**src/rtl/truth_table_capture.sv**
```systemverilog
// truth_table_capture
// Self-test engine that sweeps every input combination 0 .. 2**N-1 onto a
// small combinational function, holds each vector for SETTLE cycles, records
// the function output into a 2**N-bit truth table and compares the finished
// table against an expected table latched when the capture started.
//
// Bit i of expected, table_out and mismatch always refers to input value i.
// dut_in drives the MSB as the first function input and the LSB as the last.
// Legal parameter ranges: N in 1..6, SETTLE >= 1.
// Every output comes straight from a register, so there is no combinational
// path from start, expected or dut_out to any output.

module truth_table_capture #(
    parameter int N      = 3,
    parameter int SETTLE = 1
) (
    input  logic              clk,
    input  logic              reset,
    input  logic              start,
    input  logic [2**N-1:0]   expected,
    output logic [N-1:0]      dut_in,
    input  logic              dut_out,
    output logic              busy,
    output logic              done,
    output logic [2**N-1:0]   table_out,
    output logic              pass,
    output logic [2**N-1:0]   mismatch
);

    // Table width, index width (one spare bit so the index never wraps
    // within a run) and settle counter width (at least one bit so that
    // SETTLE = 1 still gives a legal vector).
    localparam int TW = 2 ** N;
    localparam int IW = N + 1;
    localparam int CW = (SETTLE > 1) ? $clog2(SETTLE) : 1;

    localparam logic [IW-1:0] LAST_INDEX  = IW'(TW - 1);
    localparam logic [CW-1:0] LAST_SETTLE = CW'(SETTLE - 1);

    typedef enum logic [1:0] {
        IDLE  = 2'd0,
        APPLY = 2'd1,
        DONE  = 2'd2
    } state_t;

    state_t          state_q;
    logic [IW-1:0]   index_q;
    logic [CW-1:0]   settleCnt_q;
    logic [TW-1:0]   expLatched_q;
    logic [TW-1:0]   table_q;
    logic [N-1:0]    dutIn_q;
    logic            busy_q;
    logic            done_q;
    logic            pass_q;
    logic [TW-1:0]   mismatch_q;

    logic [TW-1:0]   tableCaptured_d;
    logic            sampleNow;
    logic            lastVector;

    // The table as it will look once the current dut_out sample is written;
    // used both to update the table and to score the final edge of a run.
    always_comb begin
        tableCaptured_d = table_q;
        tableCaptured_d[index_q[N-1:0]] = dut_out;
    end

    // Sample point of the current vector and detection of the final vector.
    always_comb begin
        sampleNow  = (settleCnt_q == LAST_SETTLE);
        lastVector = (index_q == LAST_INDEX);
    end

    // Capture state machine: all state and every output register live here.
    always_ff @(posedge clk) begin
        if (reset) begin
            state_q      <= IDLE;
            index_q      <= '0;
            settleCnt_q  <= '0;
            expLatched_q <= '0;
            table_q      <= '0;
            dutIn_q      <= '0;
            busy_q       <= 1'b0;
            done_q       <= 1'b0;
            pass_q       <= 1'b0;
            mismatch_q   <= '0;
        end else begin
            case (state_q)
                IDLE, DONE: begin
                    if (start) begin
                        state_q      <= APPLY;
                        expLatched_q <= expected;
                        table_q      <= '0;
                        index_q      <= '0;
                        settleCnt_q  <= '0;
                        dutIn_q      <= '0;
                        busy_q       <= 1'b1;
                        done_q       <= 1'b0;
                        pass_q       <= 1'b0;
                        mismatch_q   <= '0;
                    end
                end

                APPLY: begin
                    if (sampleNow) begin
                        table_q <= tableCaptured_d;
                        if (lastVector) begin
                            state_q    <= DONE;
                            busy_q     <= 1'b0;
                            done_q     <= 1'b1;
                            dutIn_q    <= '0;
                            pass_q     <= (tableCaptured_d == expLatched_q);
                            mismatch_q <= tableCaptured_d ^ expLatched_q;
                        end else begin
                            index_q     <= index_q + IW'(1);
                            dutIn_q     <= index_q[N-1:0] + N'(1);
                            settleCnt_q <= '0;
                        end
                    end else begin
                        settleCnt_q <= settleCnt_q + CW'(1);
                    end
                end

                default: begin
                    state_q <= IDLE;
                end
            endcase
        end
    end

    // Outputs are the registers themselves.
    assign dut_in    = dutIn_q;
    assign busy      = busy_q;
    assign done      = done_q;
    assign table_out = table_q;
    assign pass      = pass_q;
    assign mismatch  = mismatch_q;

endmodule

```
**config.mk**
```make
export PLATFORM = sky130hd
export DESIGN_NAME = truth_table_capture
export DESIGN_NICKNAME = d
export VERILOG_FILES = /design/src/rtl/truth_table_capture.sv
export SDC_FILE = /design/constraint.sdc
export NUM_CORES = 1
export LEC_CHECK = 0
export BUFFER_PORTS_ARGS = -buffer_cell sky130_fd_sc_hd__buf_2
export CORE_ASPECT_RATIO = 1.4
export CORE_MARGIN = 1.5
export CORE_UTILIZATION = 53
export CTS_CLUSTER_SIZE = 40
export DETAILED_ROUTE_END_ITERATION = 10
export PLACE_DENSITY = 0.89
export REMOVE_ABC_BUFFERS = 1
export SETUP_SLACK_MARGIN = 0.05
export SYNTH_ARGS = -nofsm -noshare
export SYNTH_HDL_FRONTEND = slang
export SYNTH_SLANG_ARGS = --single-unit
```
**constraint.sdc**
```tcl
create_clock -name clk -period 2.35 [get_ports clk]
set_clock_uncertainty 0.2 [all_clocks]
set_input_delay 0.235 -clock clk [delete_from_list [all_inputs] [get_ports clk]]
set_output_delay 0.235 -clock clk [all_outputs]
set_load 0.005 [all_outputs]
```
# ---- Word-level counts from Yosys, hierarchy flattened
# Index checks and enable logic that the tools add are counted.
dict set report word_totals {
  regBits 37
  latchBits 0
  ramBits 0
  rom_bits 0
  inputBits 12
  output_inout_bits 22
  wordCells 68
  memories 0
}
dict set report op_classes {
  n_addsub 3
  n_mul 0
  n_div 0
  magnitude_cmp 2
  n_eq_ne 8
  n_shift 0
  n_mux 34
  n_bitwise 1
  reduce_logical 10
}
# op n
set ops {}
lappend ops {{$mux W8} 4}
lappend ops {{$pmux W8 S2} 2}
lappend ops {{$mux W4} 3}
lappend ops {{$mux W1} 10}
lappend ops {{$mux W3} 3}
lappend ops {{$bwmux W8} 1}
lappend ops {{$eq A8 B8 Y1} 1}
lappend ops {{$ne A2 B2 Y1 const B} 4}
lappend ops {{$pmux W1 S2} 4}
lappend ops {{$pmux W4 S2} 1}
lappend ops {{$reduce_and A4 Y1} 2}
lappend ops {{$xor A8 B8 Y8} 1}
lappend ops {{$mux W2} 3}
lappend ops {{$pmux W3 S2} 1}
lappend ops {{$reduce_and A3 Y1} 2}
lappend ops {{$add A4 B1 Y4 const B} 1}
lappend ops {{$eq A4 B3 Y1 const B} 1}
lappend ops {{$lt A3 B4 Y1 const B} 1}
lappend ops {{$pmux W2 S2} 1}
lappend ops {{$reduce_and A2 Y1} 2}
lappend ops {{$add A3 B1 Y3 const B} 1}
lappend ops {{$demux W1 S3} 1}
lappend ops {{$ge A3 B1 Y1 const B} 1}
lappend ops {{$eq A2 B1 Y1 const B} 1}
lappend ops {{other kinds (6)} 6}

# ---- Logic depth before layout (Yosys ltp)
dict set report logic_depth {
  depth_word 9
  mapped_depth 8
  depth_no_buf 7
}

# ---- Worst setup path before layout
# Ideal clock, no wire load.
dict set report synth_timing {
  path_kind {reg-to-reg}
  from {reg index_q[0]}
  to {reg pass_q (netlist: pass)}
  setup_ns 0.096
  t_arrival_ns 1.591
  required_time_ns 2.054
  slack_ns 0.463
  stages_incl_launch_ff 8
  path_buffers 1
  synth_period_minus_slack_ns 1.887
  cell_sequence {dfxtp_1 > buf_4 > nor3_1 > mux2i_1 > xnor2_1 > nor4_1 > nand2_1 > o41ai_2}
}
dict set report synth_via {
  elab_chain_len 9
  elab_cells_between_ends 13
  classes_between {order compare: 2; eq/ne: 3; mux: 6; reduce/logical: 2}
}
# item line_no
set synth_lines {}
lappend synth_lines {{from (decl)} 47} ;# logic [IW-1:0] index_q;
lappend synth_lines {{from (signal assigned)} 115} ;# index_q <= index_q + IW'(1);
lappend synth_lines {{$lt A3 B4 Y1 (not written as such) or $ge A3 B1 Y1 (tied branches)} 65} ;# tableCaptured_d[index_q[N-1:0]] = dut_out;
lappend synth_lines {{$logic_and A1 B1 Y1 (not written as such)} 65}
lappend synth_lines {{$mux W1 (not written as such)} 65}
lappend synth_lines {{$demux W1 S3} 65}
lappend synth_lines {{$bwmux W8} 65}
lappend synth_lines {{$eq A8 B8 Y1} 112} ;# pass_q <= (tableCaptured_d == expLatched_q);
lappend synth_lines {{$mux W1} 107} ;# if (lastVector) begin
lappend synth_lines {{$mux W1} 105} ;# if (sampleNow) begin
lappend synth_lines {{$pmux W1 S2} 88} ;# case (state_q)
lappend synth_lines {{to (signal assigned)} 112}
lappend synth_lines {{to (decl)} 54} ;# logic pass_q;
# Parallel ways exist; a longest one is shown, timed or not. The select of a mux whose other input is x is not followed.
# A chain may end at the register's enable or synchronous reset.

# ---- Final worst setup path
dict set report layout_timing {
  from {reg index_q[1]}
  to {reg mismatch_q[3] (netlist: mismatch[3])}
}
dict set report layout_via {
  elab_chain_len 9
  elab_cells_between_ends 13
  classes_between {order compare: 2; eq/ne: 2; mux: 6; bitwise: 1; reduce/logical: 2}
}
# item line_no
set layout_lines {}
lappend layout_lines {{$lt A3 B4 Y1 (not written as such) or $ge A3 B1 Y1 (tied branches)} 65}
lappend layout_lines {{$logic_and A1 B1 Y1 (not written as such)} 65}
lappend layout_lines {{$mux W1 (not written as such)} 65}
lappend layout_lines {{$demux W1 S3} 65}
lappend layout_lines {{$bwmux W8} 65}
lappend layout_lines {{$xor A8 B8 Y8} 113} ;# mismatch_q <= tableCaptured_d ^ expLatched_q;
lappend layout_lines {{$mux W8} 107}
lappend layout_lines {{$mux W8} 105}
lappend layout_lines {{$pmux W8 S2} 88}
lappend layout_lines {{to (signal assigned)} 113}
lappend layout_lines {{to (decl)} 55} ;# logic [TW-1:0] mismatch_q;
# Parallel ways exist; a longest one is shown, timed or not. The select of a mux whose other input is x is not followed.

==> impl_metrics.json <==
{
  "reg2regPathDepth": 7,
  "min_path_type": "in -> reg",
  "synth-seq-area-share_pct": 45.3,
  "post_cts_buffers": 0,
  "crit_arrival_ps": 2100,
  "drc": 0,
  "peakVddDrop_v": 0.000627,
  "grt_max_degree": 22,
  "drive_gt1_share_pct": 19.3,
  "slowest_delay_ps": 500,
  "setup_tns_ps": 0,
  "yosys-top-cells-area": "dfxtp_1 (45%), nand2_1 (7.6%), a21oi_1 (6.9%)",
  "cts-root-buf": "clkbuf_8",
  "grt_pass1_vias": 1301,
  "cp_top_family": "simple AND/OR/NAND/NOR gates",
  "design_area_um2": 1960,
  "synth_edf_count": 0,
  "area_growth_syn_to_layout_pct": 23.1,
  "diodes": 0,
  "fp.dieH_um": 67.8,
  "path_clk_slew_ps": 70,
  "start_util_pct": 55.8,
  "synth_area_um2": 1590,
  "power_density_nw_per_um2": 628,
  "crit_required_ps": 2320,
  "synthCells": 197,
  "place_area_um2": 1790,
  "yosysTopAreaCell": "dfxtp_1",
  "power_leakage_uw": 0.000822,
  "hold_buffers": 8,
  "first_pass_iters": 4,
  "critPathMaxFanout": 12,
  "grt_use_total_pct": 24.0,
  "coreArea_um2": 2850,
  "drtIter0Drc": 79,
  "tritoncts_num_sinks": 36,
  "antenna_found_initial": 0,
  "status": "complete, no violations",
  "crit_buf_inv": 0,
  "via_per_inst": 5.46,
  "worstPathCellList": "ha_1 -> nand2_1 -> nor2_1 -> nand2_1 -> nand3_1 -> o21ai_0 -> nor2b_1",
  "wire_per_inst_um": 13.9,
  "worst_pin_slew_ps": 442,
  "dieArea_um2": 3340,
  "ant_nets": 0,
  "synth_most_common_cell": "dfxtp_1",
  "die_x_um": 49.3,
  "grt_overflow": 0,
  "rows": 23,
  "synth_top_cell_area_share_pct": 45.3,
  "gp_routability_congestion": 0.807,
  "setup_violations": 0,
  "nets": 250,
  "cp_common_cell": "nand2_1",
  "cts_tree": "built",
  "relSlewSlack_pct": 70.5,
  "max_freq_mhz": 471,
  "clk_latency_ps": 290,
  "vias": 1502,
  "hpwl_um": 2560,
  "whs_ps": 98.6,
  "yosysWarnings": 0,
  "htree_levels": 2,
  "crit_type": "reg -> reg",
  "synth_flop_cell": "dfxtp_1",
  "io-pin-count": 34,
  "startpoint_type": "flip-flop",
  "setup_ws_ps": 227,
  "critical-path-slowest-cell": "dfxtp_1",
  "hold_path_depth": 2,
  "rsz0062_at_grt": "no",
  "max_cap_violations": 0,
  "grt_pass1_wl_um": 5980,
  "slew_violations": 0,
  "cp.depth": 7,
  "fin_crit_ps": 2120,
  "cp-end-kind": "flip-flop",
  "syn_avg_cell_area_um2": 8.07,
  "hold_viol": 0,
  "portBuffers": 33,
  "ys_types": 25,
  "cts_resized": 0,
  "async_reset_ff_share_pct": 0,
  "drt_wl_total_um": 3810,
  "cts_buffers": 5,
  "post-route-period-util_pct": 90.3,
  "place_ws_ps": 280,
  "clockBufferDepth": 2,
  "ys_top_cells_by_count": "dfxtp_1 (36), nand2_1 (32), nor2_1 (26)",
  "ys_ff_latch": 36
}
-- power breakdown --
group / internal, uW / leakage, uW / switching, uW / total [uW]
Combinational: 59.8 / 0.000484 / 84.4 / 144
Clock: 239 / 0.0000455 / 204 / 443
Sequential: 627 / 0.000292 / 14.9 / 642
-- metrics by stage --
step	utilization (%)	total power, uW	instances
finish	68.7	1230	275
global route	68.7	1280	275
CTS	68.7	1230	275
detailed placement	62.8	785	259
global placement	62.8	781	259
floorplan	-	729	183
-- registers in the layout, indices dropped and copies added (netlist names) --
signal / flops
mismatch: 8
pass: 1
index_q: 4
table_out: 8
dut_in: 3
state_q: 2
expLatched_q: 8
busy: 1
done: 1
-- metal layers --
metal / vias to the layer above / GRT usage (%) / wire length, um
met3: 8 / 5.46 / 174
met2: 54 / 41.0 / 1950
li1: 747 / - / -
met4: 0 / 13.2 / 74
met5: - / 0 / 0
met1: 693 / 28.0 / 1610
-- cells by family after synthesis --
group	Yosys count	synth area share, %
buf+inv	14	3.70
simple gates	85	23.9
compound gates	43	15.7
flops	36	45.3
mux	8	5.04
xor+xnor	10	5.51
fa+ha+maj	1	0.787
-- area by class of cell --
class / instances / area (um2)
fillers: 231 / 891
flip-flops and latches: 36 / 721
repair buffers: 47 / 290
multi-input cells: 147 / 811
clock buffers: 8 / 90.1
well taps: 37 / 46.3
-- placed cells by master (no fill, tap or decap) --
cell / netlist / final
dfxtp_1: 36 / 36
buf_2: 2 / 33
nand2_1: 32 / 32
nor2_1: 26 / 26
a21oi_1: 22 / 22
o21ai_0: 10 / 10
a22oi_1: 9 / 9
mux2i_1: 8 / 8
nand3_1: 8 / 8
dlygate4sd3_1: 0 / 8
xnor2_1: 6 / 6
clkbuf_8: 0 / 6
buf_4: 1 / 6
nor3_1: 5 / 5
xor2_1: 4 / 4
nor3b_1: 3 / 3
nor2b_1: 3 / 3
nand2b_1: 2 / 2
and3b_1: 2 / 2
clkbuf_1: 11 / 2
and2_1: 1 / 1
nor4_1: 1 / 1
and3_1: 1 / 1
o41ai_2: 1 / 1
nand3b_1: 1 / 1
a31oi_1: 1 / 1
ha_1: 1 / 1
-- final timing paths --
path	slack, ps	end	from
worst min-delay path	100	mismatch[4]$_SDFFE_PP0P_	reset
worst max-delay path	230	mismatch[3]$_SDFFE_PP0P_	index_q[1]$_SDFFE_PP0P_
worst min register to register	260	mismatch[6]$_SDFFE_PP0P_	mismatch[6]$_SDFFE_PP0P_
worst max register to register	230	mismatch[3]$_SDFFE_PP0P_	index_q[1]$_SDFFE_PP0P_
No activity file was read; power rests on OpenSTA's default activity.
